===== src/rtl/pipeline_hazard_ctrl_if.sv =====
// Handshake bundle between the hazard sequencer and the IF/ID/EX/MEM/WB stages.
// The sequencer sits on the slave side: it receives pipeline events and returns
// the front-end block/flush controls plus its current state.
interface pipeline_hazard_ctrl_if;
  logic       dec_valid;
  logic [4:0] dec_rs1;
  logic [4:0] dec_rs2;
  logic       id_issue;
  logic [4:0] id_rd;
  logic       id_mem_read;
  logic       ex_redirect;
  logic       mem_busy;
  logic       wb_load_done;
  logic [4:0] wb_rd;
  logic       block;
  logic       pipeline_flush;
  logic [1:0] state_o;

  modport master (
    output dec_valid, dec_rs1, dec_rs2, id_issue, id_rd, id_mem_read,
           ex_redirect, mem_busy, wb_load_done, wb_rd,
    input  block, pipeline_flush, state_o
  );

  modport slave (
    input  dec_valid, dec_rs1, dec_rs2, id_issue, id_rd, id_mem_read,
           ex_redirect, mem_busy, wb_load_done, wb_rd,
    output block, pipeline_flush, state_o
  );
endinterface


===== src/rtl/pipeline_hazard_ctrl.sv =====
// Front-end sequencer: tracks outstanding load destinations, stalls decode on
// load-use hazards, freezes on a busy data memory and holds a timed flush
// after an EX-stage redirect. Also keeps saturating stall/flush counters.
module pipeline_hazard_ctrl #(
  parameter int FLUSH_CYCLES = 1,
  parameter int CNT_W        = 32
) (
  input  logic                 clk,
  input  logic                 reset,
  pipeline_hazard_ctrl_if.slave hz,
  output logic [CNT_W-1:0]     stall_cnt,
  output logic [CNT_W-1:0]     flush_cnt
);

  typedef enum logic [1:0] {
    RUN   = 2'd0,
    HAZ   = 2'd1,
    MEMW  = 2'd2,
    FLUSH = 2'd3
  } state_t;

  localparam logic [2:0]       FLUSH_LOAD = 3'(FLUSH_CYCLES - 1);
  localparam logic [CNT_W-1:0] CNT_ONE    = CNT_W'(1);
  localparam logic [CNT_W-1:0] CNT_MAX    = '1;

  state_t      state;
  state_t      state_next;
  logic [2:0]  flush_left;
  logic [2:0]  flush_left_next;
  logic [31:0] sb;
  logic [31:0] sb_next;
  logic        load_issue;
  logic        rs1_hit;
  logic        rs2_hit;
  logic        haz;

  assign hz.state_o = state;

  // Hazard detection, scoreboard update and next-state selection
  always_comb begin
    load_issue = hz.id_issue & hz.id_mem_read & (hz.id_rd != 5'd0);
    rs1_hit    = (hz.dec_rs1 != 5'd0) &
                 (sb[hz.dec_rs1] | (load_issue & (hz.id_rd == hz.dec_rs1)));
    rs2_hit    = (hz.dec_rs2 != 5'd0) &
                 (sb[hz.dec_rs2] | (load_issue & (hz.id_rd == hz.dec_rs2)));
    haz        = hz.dec_valid & (rs1_hit | rs2_hit);

    sb_next = sb;
    if (hz.ex_redirect) begin
      sb_next = '0;
    end else begin
      if (hz.wb_load_done) sb_next[hz.wb_rd] = 1'b0;
      if (load_issue)      sb_next[hz.id_rd] = 1'b1;
    end

    flush_left_next = flush_left;
    if (hz.ex_redirect) begin
      state_next      = FLUSH;
      flush_left_next = FLUSH_LOAD;
    end else if ((state == FLUSH) && (flush_left != 3'd0)) begin
      state_next      = FLUSH;
      flush_left_next = flush_left - 3'd1;
    end else if (hz.mem_busy) begin
      state_next = MEMW;
    end else if (haz) begin
      state_next = HAZ;
    end else begin
      state_next = RUN;
    end
  end

  // State register with Moore outputs registered alongside it
  always_ff @(posedge clk or posedge reset) begin
    if (reset) begin
      state             <= RUN;
      flush_left        <= 3'd0;
      hz.block          <= 1'b0;
      hz.pipeline_flush <= 1'b0;
    end else begin
      state             <= state_next;
      flush_left        <= flush_left_next;
      hz.block          <= (state_next == HAZ) || (state_next == MEMW);
      hz.pipeline_flush <= (state_next == FLUSH);
    end
  end

  // Outstanding-load scoreboard, one bit per architectural register
  always_ff @(posedge clk or posedge reset) begin
    if (reset) sb <= '0;
    else       sb <= sb_next;
  end

  // Saturating stall and redirect performance counters
  always_ff @(posedge clk or posedge reset) begin
    if (reset) begin
      stall_cnt <= '0;
      flush_cnt <= '0;
    end else begin
      if (hz.block && (stall_cnt != CNT_MAX))
        stall_cnt <= stall_cnt + CNT_ONE;
      if (hz.ex_redirect && (flush_cnt != CNT_MAX))
        flush_cnt <= flush_cnt + CNT_ONE;
    end
  end

endmodule


===== src/flat_wrapper.sv =====
// flat-port wrapper written by rule: the top's interface ports become plain ports
module pipeline_hazard_ctrl_flat 
#(
  parameter int FLUSH_CYCLES = 1,
  parameter int CNT_W        = 32
)
  (clk, reset, stall_cnt, flush_cnt, hz_dec_valid, hz_dec_rs1, hz_dec_rs2, hz_id_issue, hz_id_rd, hz_id_mem_read, hz_ex_redirect, hz_mem_busy, hz_wb_load_done, hz_wb_rd, hz_block, hz_pipeline_flush, hz_state_o);
  pipeline_hazard_ctrl_if hz_i ();
  input  logic clk;
  input  logic reset;
  output logic [CNT_W-1:0] stall_cnt;
  output logic [CNT_W-1:0] flush_cnt;
  input wire logic [$bits(hz_i.dec_valid)-1:0] hz_dec_valid;
  input wire logic [$bits(hz_i.dec_rs1)-1:0] hz_dec_rs1;
  input wire logic [$bits(hz_i.dec_rs2)-1:0] hz_dec_rs2;
  input wire logic [$bits(hz_i.id_issue)-1:0] hz_id_issue;
  input wire logic [$bits(hz_i.id_rd)-1:0] hz_id_rd;
  input wire logic [$bits(hz_i.id_mem_read)-1:0] hz_id_mem_read;
  input wire logic [$bits(hz_i.ex_redirect)-1:0] hz_ex_redirect;
  input wire logic [$bits(hz_i.mem_busy)-1:0] hz_mem_busy;
  input wire logic [$bits(hz_i.wb_load_done)-1:0] hz_wb_load_done;
  input wire logic [$bits(hz_i.wb_rd)-1:0] hz_wb_rd;
  output wire logic [$bits(hz_i.block)-1:0] hz_block;
  output wire logic [$bits(hz_i.pipeline_flush)-1:0] hz_pipeline_flush;
  output wire logic [$bits(hz_i.state_o)-1:0] hz_state_o;
  assign hz_i.dec_valid = hz_dec_valid;
  assign hz_i.dec_rs1 = hz_dec_rs1;
  assign hz_i.dec_rs2 = hz_dec_rs2;
  assign hz_i.id_issue = hz_id_issue;
  assign hz_i.id_rd = hz_id_rd;
  assign hz_i.id_mem_read = hz_id_mem_read;
  assign hz_i.ex_redirect = hz_ex_redirect;
  assign hz_i.mem_busy = hz_mem_busy;
  assign hz_i.wb_load_done = hz_wb_load_done;
  assign hz_i.wb_rd = hz_wb_rd;
  assign hz_block = hz_i.block;
  assign hz_pipeline_flush = hz_i.pipeline_flush;
  assign hz_state_o = hz_i.state_o;
  pipeline_hazard_ctrl #(.FLUSH_CYCLES(FLUSH_CYCLES), .CNT_W(CNT_W)) u_core (.clk(clk), .reset(reset), .hz(hz_i), .stall_cnt(stall_cnt), .flush_cnt(flush_cnt));
endmodule

===== config.mk =====
export PLATFORM = sky130hd
export DESIGN_NAME = pipeline_hazard_ctrl_flat
export DESIGN_NICKNAME = d
export VERILOG_FILES = /design/src/rtl/pipeline_hazard_ctrl_if.sv /design/src/rtl/pipeline_hazard_ctrl.sv /design/src/flat_wrapper.sv
export SDC_FILE = /design/constraint.sdc
export NUM_CORES = 1
export LEC_CHECK = 0
export CAP_MARGIN = 20
export CORE_ASPECT_RATIO = 0.8
export CORE_MARGIN = 2
export CORE_UTILIZATION = 48
export DETAILED_ROUTE_END_ITERATION = 10
export PLACE_DENSITY = 0.77
export SYNTH_ARGS = -nofsm -noshare
export SYNTH_HDL_FRONTEND = slang
export SYNTH_SLANG_ARGS = --single-unit

===== constraint.sdc =====
create_clock -name clk -period 3.3 [get_ports clk]
set_input_delay 0.495 -clock clk [delete_from_list [all_inputs] [get_ports clk]]
set_output_delay 0.495 -clock clk [all_outputs]
set_load 0.01 [all_outputs]

==> reports/results.ini, run 1 <==
[final_layout]
stdcell_count=798
layout_common_cells=103 x dfrtp_1, 95 x clkdlybuf4s50_1, 69 x nand2_1
fin_nets=682
area_delta_synth_final_pct=27.00
final_common_cell=dfrtp_1
antenna_cells=0
drive_gt1_share_pct=8.869

[cts]
cts_sinks=103
cts_root_buffer=clkbuf_16
cts_setup_buffers=0
clockBufferDepth=2
cts-resized-gates=0
clk_pin_slew_ps=70
tritoncts=done
cts_buffers=9
insertion_delay_ps=340
holdBufCountCts=0
h-tree-depth=3

[synthesis]
async_flop_share_pct=100.0
syn_nets=578
synthFlopType=dfrtp_1
synth_seq_cells=103
yosysWarnings=0
synth.distinct_cells=47
avgSynthCellArea_um2=10.08
yosysSeqAreaShare_pct=46.90
synth-edff-count=0
synthCells=545
synth_area_mm2=0.005495

[place]
gp_congestion=0.8910
dp_hpwl_mm=10.28
placedCellCount=782
place.port_buffers=95

[detailed_routing]
wirelength_mm=14.00
drt-pass1-iter-count=5
detail_route.wl_per_cell_um=17.55
vias_per_cell=5.719
dr.first_iter.drc_count=398
vias=4564
drcViolationCount=0
drtAntennaViolNets=0

[global_route]
antenna_found_initial=0
grt_pass1_vias=4390
grt_start_max_net_pins=53
grt.total_usage_pct=23.67
grt_first_pass_wirelength_mm=22.67
grt-ovfl-total=0

[timing]
finalCritPeriodShare_pct=81.06
clock.fmax_mhz=373.8
worst_pin_slew_ps=647.5
hold_viol=0
setup_tns_ps=0
period_needed_ps=2675
relSlewSlack_pct=56.83
rsz0062_at_grt=false
skew_ps=7.992
slew_viol_final=0
setup_viol=0

[worst_setup_path]
arrival_ps=2900
path_depth=8
critPathMaxStageDelay_ps=640
path_cells=clkdlybuf4s50_1, mux4_2, mux2_2, a21oi_1, a32oi_1, o21ai_0, o211ai_1, ha_1
endpoint_kind=flop
crit_buf_inv=1
rr_worst_depth=7
slowest_stage=clkdlybuf4s50_1
cp_top_family=multiplexers
worstSetupPathType=input port to flop
critPathLaunchType=input port
worstPathRequired_ps=3530
crit_fanout=5

[floorplan]
initial_core_util_pct=49.88
io_pins=96
die_width_um=123.6
rows=34
design.die.area_mm2=0.01233
core_area_mm2=0.01102
die_h_um=99.70

[min_path]
hold_class=flop to flop
hold_depth=1

[power]
p_switching_uw=927.4
p_leak_uw=0.002981
clkPwrFrac_pct=33.7
p_int_uw=2389
netSwitchingFraction_pct=27.97
power_density_mw_per_mm2=475.2
seqPwrFrac_pct=45.7
ir_drop_v=0.0003923
pwr-share-comb_pct=20.6

[status]
outcome=finished, final reports clean

[flow_run]
maxCapViolCount=0

stage by stage:
| step | power, uW | hold slack (ps) | setup slack (ps) | util, % | area, um2 |
|---|---|---|---|---|---|
| floorplan | 1884 | 480.2 | 101.2 | - | 5495 |
| global placement | 2195 | 469.6 | 299.9 | 60.46 | 6661 |
| detailed placement | 2223 | 482.7 | 279.0 | 60.46 | 6661 |
| CTS | 3340 | 495.5 | 639.5 | 63.34 | 6979 |
| global route | 3499 | 504.0 | 530.5 | 63.34 | 6979 |
| finish | 3316 | 493.6 | 625.1 | 63.34 | 6979 |
synthesized netlist by cell type (2+ instances only):
cell type,count,share of area [%]
or2_2,2,0.23
and2_1,5,0.57
o21ai_0,33,3.0
nor3b_1,8,1.1
and3_1,8,0.91
xnor2_1,39,6.2
dfrtp_1,103,47
inv_1,9,0.61
and4_1,11,1.8
mux2i_1,20,3.6
and3b_1,2,0.32
o211ai_1,5,0.68
a21oi_1,35,3.2
nand4_1,17,1.9
nor3_1,15,1.4
nand3b_1,9,1.2
mux4_2,10,4.1
or3b_2,4,0.64
nand3_1,22,2.0
buf_1,2,0.14
nand2b_1,4,0.46
mux2_2,3,0.61
or3_1,2,0.23
xor2_1,35,5.6
buf_6,2,0.41
clkbuf_1,12,0.82
nand2_1,69,4.7
nor4_1,2,0.23
ha_1,5,1.1
nor2_1,34,2.3
a211oi_1,2,0.27
worst reg2reg max path: stages (launching register included):
cell      delay (ps)
dfrtp_1          430
ha_1             210
and4_1           240
and2b_1          220
nand3_1          210
a211oi_1         510
nand4_1          180
xnor2_1          150
final timing paths:
check                                  endpoint  slack (ps)                 start
setup / recovery                u_core.hz.block         630         hz_dec_rs2[0]
hold / removal             u_core.stall_cnt[12]         490  u_core.stall_cnt[12]
setup reg to reg           u_core.flush_cnt[22]        1050   u_core.flush_cnt[0]
hold reg to reg            u_core.stall_cnt[12]         490  u_core.stall_cnt[12]
max in group asynchronous   u_core.flush_cnt[4]        1940                 reset
min in group asynchronous  u_core.flush_cnt[28]         600                 reset
power by group through the flow:
stage	registers, uW	logic [uW]	clock network, uW
floorplan	1550	339	0
global placement	1530	668	0
detailed placement	1530	690	0
CTS	1510	692	1140
global route	1530	767	1200
finish	1510	684	1120
state kept, by name, indices dropped and copies added, names as in the netlist:
| signal | flops |
|---|---|
| u_core.hz.pipeline_flush | 1 |
| u_core.sb | 32 |
| u_core.stall_cnt | 32 |
| u_core.flush_left | 3 |
| u_core.hz.block | 1 |
| u_core.flush_cnt | 32 |
| u_core.hz.state_o | 2 |
cell type report:
class / instances / area, um2
fillers: 891 / 4039
multi-input cells: 414 / 2793
flip-flops and latches: 103 / 2577
repair buffers: 111 / 1071
clock buffers: 12 / 266.5
well taps: 144 / 180.2
clock inverters: 4 / 51.30
inverters: 10 / 40.04
logic make-up after synthesis:
family,after synthesis,synth area share (%)
DFF,103,46.90
adders and majority gates,5,1.138
AOI/OAI and AO/OA,83,8.470
muxes,33,8.356
xor gates and xnor gates,74,11.79
and+or+nand+nor,219,21.06
buffers and inverters,28,2.277
layer usage:
metal,vias up,share of wire [%],track usage [%]
met5,-,0,0
li1,2138,-,-
met1,2219,45,34.76
met3,9,9.3,6.537
met2,198,45,35.63
met4,0,0.62,4.021
No activity file was read; power rests on OpenSTA's default activity.
==> run 2, diff against run 1 <==
- clock period: 3.3 -> 2.15 ns (I/O delays scaled with it)
==> run 2 against run 1 <==
  * Clock power increased by 46%
  * Critical path depth up 1
  * First-iteration DRC count up 11%
  * Die area did not move
  * Combinational power rose by 74%
  * Critical path type unchanged
  * Largest cell class unchanged
  * Highest routed layer unchanged
==> reports/results.ini, run 2 (same netlist as run 1, synthesis figures left out) <==
[floorplan]
io_pins=96  ; unchanged
die_h_um=99.70  ; unchanged
die_width_um=123.6  ; unchanged
design.die.area_mm2=0.01233  ; unchanged
core_area_mm2=0.01102  ; unchanged
rows=34  ; unchanged
initial_core_util_pct=49.88  ; unchanged

[final_layout]
area_delta_synth_final_pct=35.63
final_common_cell=dfrtp_1
layout_common_cells=103 x dfrtp_1, 91 x clkdlybuf4s50_1, 69 x nand2_1
design_area_mm2=0.007453  ; +6.8%
antenna_cells=0  ; unchanged
stdcell_count=844  ; +5.8%
reg_top3=u_core.flush_cnt (32), u_core.sb (32), u_core.stall_cnt (32)
multi_input_area_mm2=0.002833  ; +1.4%
drive_gt1_share_pct=16.00  ; +7.1 points
n_fill_cell=821  ; -7.9%
regArea_mm2=0.002577  ; unchanged
fin_nets=728  ; +6.7%

[detailed_routing]
routed.top_layer=met4
wirelength_mm=14.66  ; +4.7%
dr.first_iter.drc_count=440  ; +11%
vias_per_cell=5.724  ; about the same
vias=4831  ; +5.9%
routed-wl-met2_mm=6.603  ; +5.7%
drt-pass1-iter-count=5  ; unchanged
drcViolationCount=0  ; unchanged
route.layer.met1.wl_mm=6.518  ; +2.4%
drtAntennaViolNets=0  ; unchanged
detail_route.wl_per_cell_um=17.37  ; -1.0%
met3WireLength_mm=1.335  ; +2.3%

[place]
preCtsSetupSlack_ps=-649.8  ; -928.8 ps
dpl_cell_area_mm2=0.006968  ; +4.6%
dp_hpwl_mm=10.63  ; +3.5%
place.port_buffers=95  ; unchanged
placedCellCount=816  ; +4.3%
gp_congestion=0.9332  ; +4.7%

[global_route]
antenna_found_initial=0  ; unchanged
grt_pass1_vias=4698  ; +7.0%
grt.total_usage_pct=24.77  ; +1.1 points
grt-ovfl-total=0  ; unchanged
grt_first_pass_wirelength_mm=23.69  ; +4.5%
grt_start_max_net_pins=58  ; +9.4%

[timing]
slew_viol_final=0  ; unchanged
setup_viol=0  ; unchanged
relSlewSlack_pct=69.22  ; +12 points
hold_viol=0  ; unchanged
worst_pin_slew_ps=460.3  ; -187.2 ps
clock.fmax_mhz=473.3
setup_tns_ps=0  ; unchanged
rsz0062_at_grt=true
period_needed_ps=2113
fin_ws_ps=37.33  ; -587.8 ps
finalCritPeriodShare_pct=98.26
skew_ps=8.499  ; +0.5064 ps

[power]
netSwitchingFraction_pct=28.17  ; +0.20 points
p_int_uw=3694  ; +55%
seqPwrFrac_pct=45.1  ; -0.6 points
pwr-share-comb_pct=23.1  ; +2.5 points
p_switching_uw=1449  ; +56%
ir_drop_v=0.0005595  ; +43%
clkPwrFrac_pct=31.8  ; -1.9 points
power_density_mw_per_mm2=690.0  ; +45%
p_leak_uw=0.003265  ; +9.5%

[cts]
clockBufferDepth=2  ; unchanged
tritoncts=done
cts_sinks=103  ; unchanged
cts_buffers=9  ; unchanged
h-tree-depth=3  ; unchanged
cts_root_buffer=clkbuf_16
insertion_delay_ps=350  ; about the same
clk_pin_slew_ps=70  ; about the same

[worst_setup_path]
endpoint_kind=flop
crit_buf_inv=2  ; +1
worstPathRequired_ps=2370  ; -1160 ps
worstSetupPathType=input port to flop
cp_top_family=buffers and inverters
crit_fanout=6  ; +1
critPathMaxStageDelay_ps=460  ; -180 ps
arrival_ps=2340  ; -560 ps
critPathLaunchType=input port
path_cells=dlygate4sd2_1, bufbuf_16, mux2i_1, mux4_2, nand3_1, nand4_1, a221o_1, o211ai_1, ha_1
slowest_stage=mux4_2

[flow_run]
maxCapViolCount=0  ; unchanged

[min_path]
hold_class=input port to async pin

[status]
outcome=finished, final reports clean

-- run 2: cell count changes in the layout (fill, tap and decap cells not counted), sizes merged --
cell and change:
clkdlybuf4s50 -4, clkinv +1, bufbuf +2, buf +44, inv -1, clkinvlp +1
dlygate4sd2 +3, dlymetal6s2s +1, clkbuf -1
-- run 2: per-stage QoR --
stage	power [uW]	hold slack [ps]	util [%]
4_1_cts	5166	429.2	66.78
6_report	5143	412.4	67.65
3_3_place_gp	3456	469.8	63.24
2_1_floorplan	2893	460.0	-
3_5_place_dp	3500	474.0	63.24
5_1_grt	5421	440.0	67.65
-- run 2: tightest hold or removal path, cell delays in order --
cell	delay [ps]
clkdlybuf4s50_1	440
clkinvlp_4	120
buf_12	240
-- run 2: final timing paths --
check                           depth (start not counted)              endpoint  slack (ps)            startpoint
worst max-delay path                                    9       u_core.hz.block          40         hz_dec_rs1[2]
worst min-delay path                                    3         u_core.sb[31]         410                 reset
worst max register to register                          7       u_core.hz.block          80          u_core.sb[9]
worst min register to register                          1  u_core.stall_cnt[31]         480  u_core.stall_cnt[31]
max in group asynchronous                               3  u_core.stall_cnt[22]        1450                 reset
min in group clk                                        1  u_core.stall_cnt[31]         480  u_core.stall_cnt[31]
-- run 2: cell type report --
cell class              instances  share of cell area [%]
well taps                     144                   2.417
inverters                      10                  0.5540
multi-input cells             414                   38.01
clock buffers                  11                   3.257
flip-flops and latches        103                   34.58
clock inverters                 5                  0.7554
repair buffers                157                   20.43
-- run 2: layer usage --
| layer | vias up | GRT usage, % |
|---|---|---|
| met5 | - | 0 |
| met4 | 0 | 5.594 |
| met3 | 22 | 6.938 |
| met2 | 239 | 37.91 |
| met1 | 2337 | 35.17 |
| li1 | 2233 | - |
-- run 2: timing repair --
item / CTS / global route
buffers inserted: 2 / 8
setup endpoints to repair: 3 / 22
pin swaps: 5 / 4
resized for setup: 8 / 10
cloned: 2 / 0
hold buffers: 0 / 0
-- run 2: power groups by stage --
stage          Clock [uW]  Combinational (uW)  Sequential (uW)
2_1_floorplan           0                 521             2370
3_3_place_gp            0                1120             2330
3_5_place_dp            0                1150             2350
4_1_cts              1670                1180             2310
5_1_grt              1760                1320             2340
6_report             1640                1190             2320
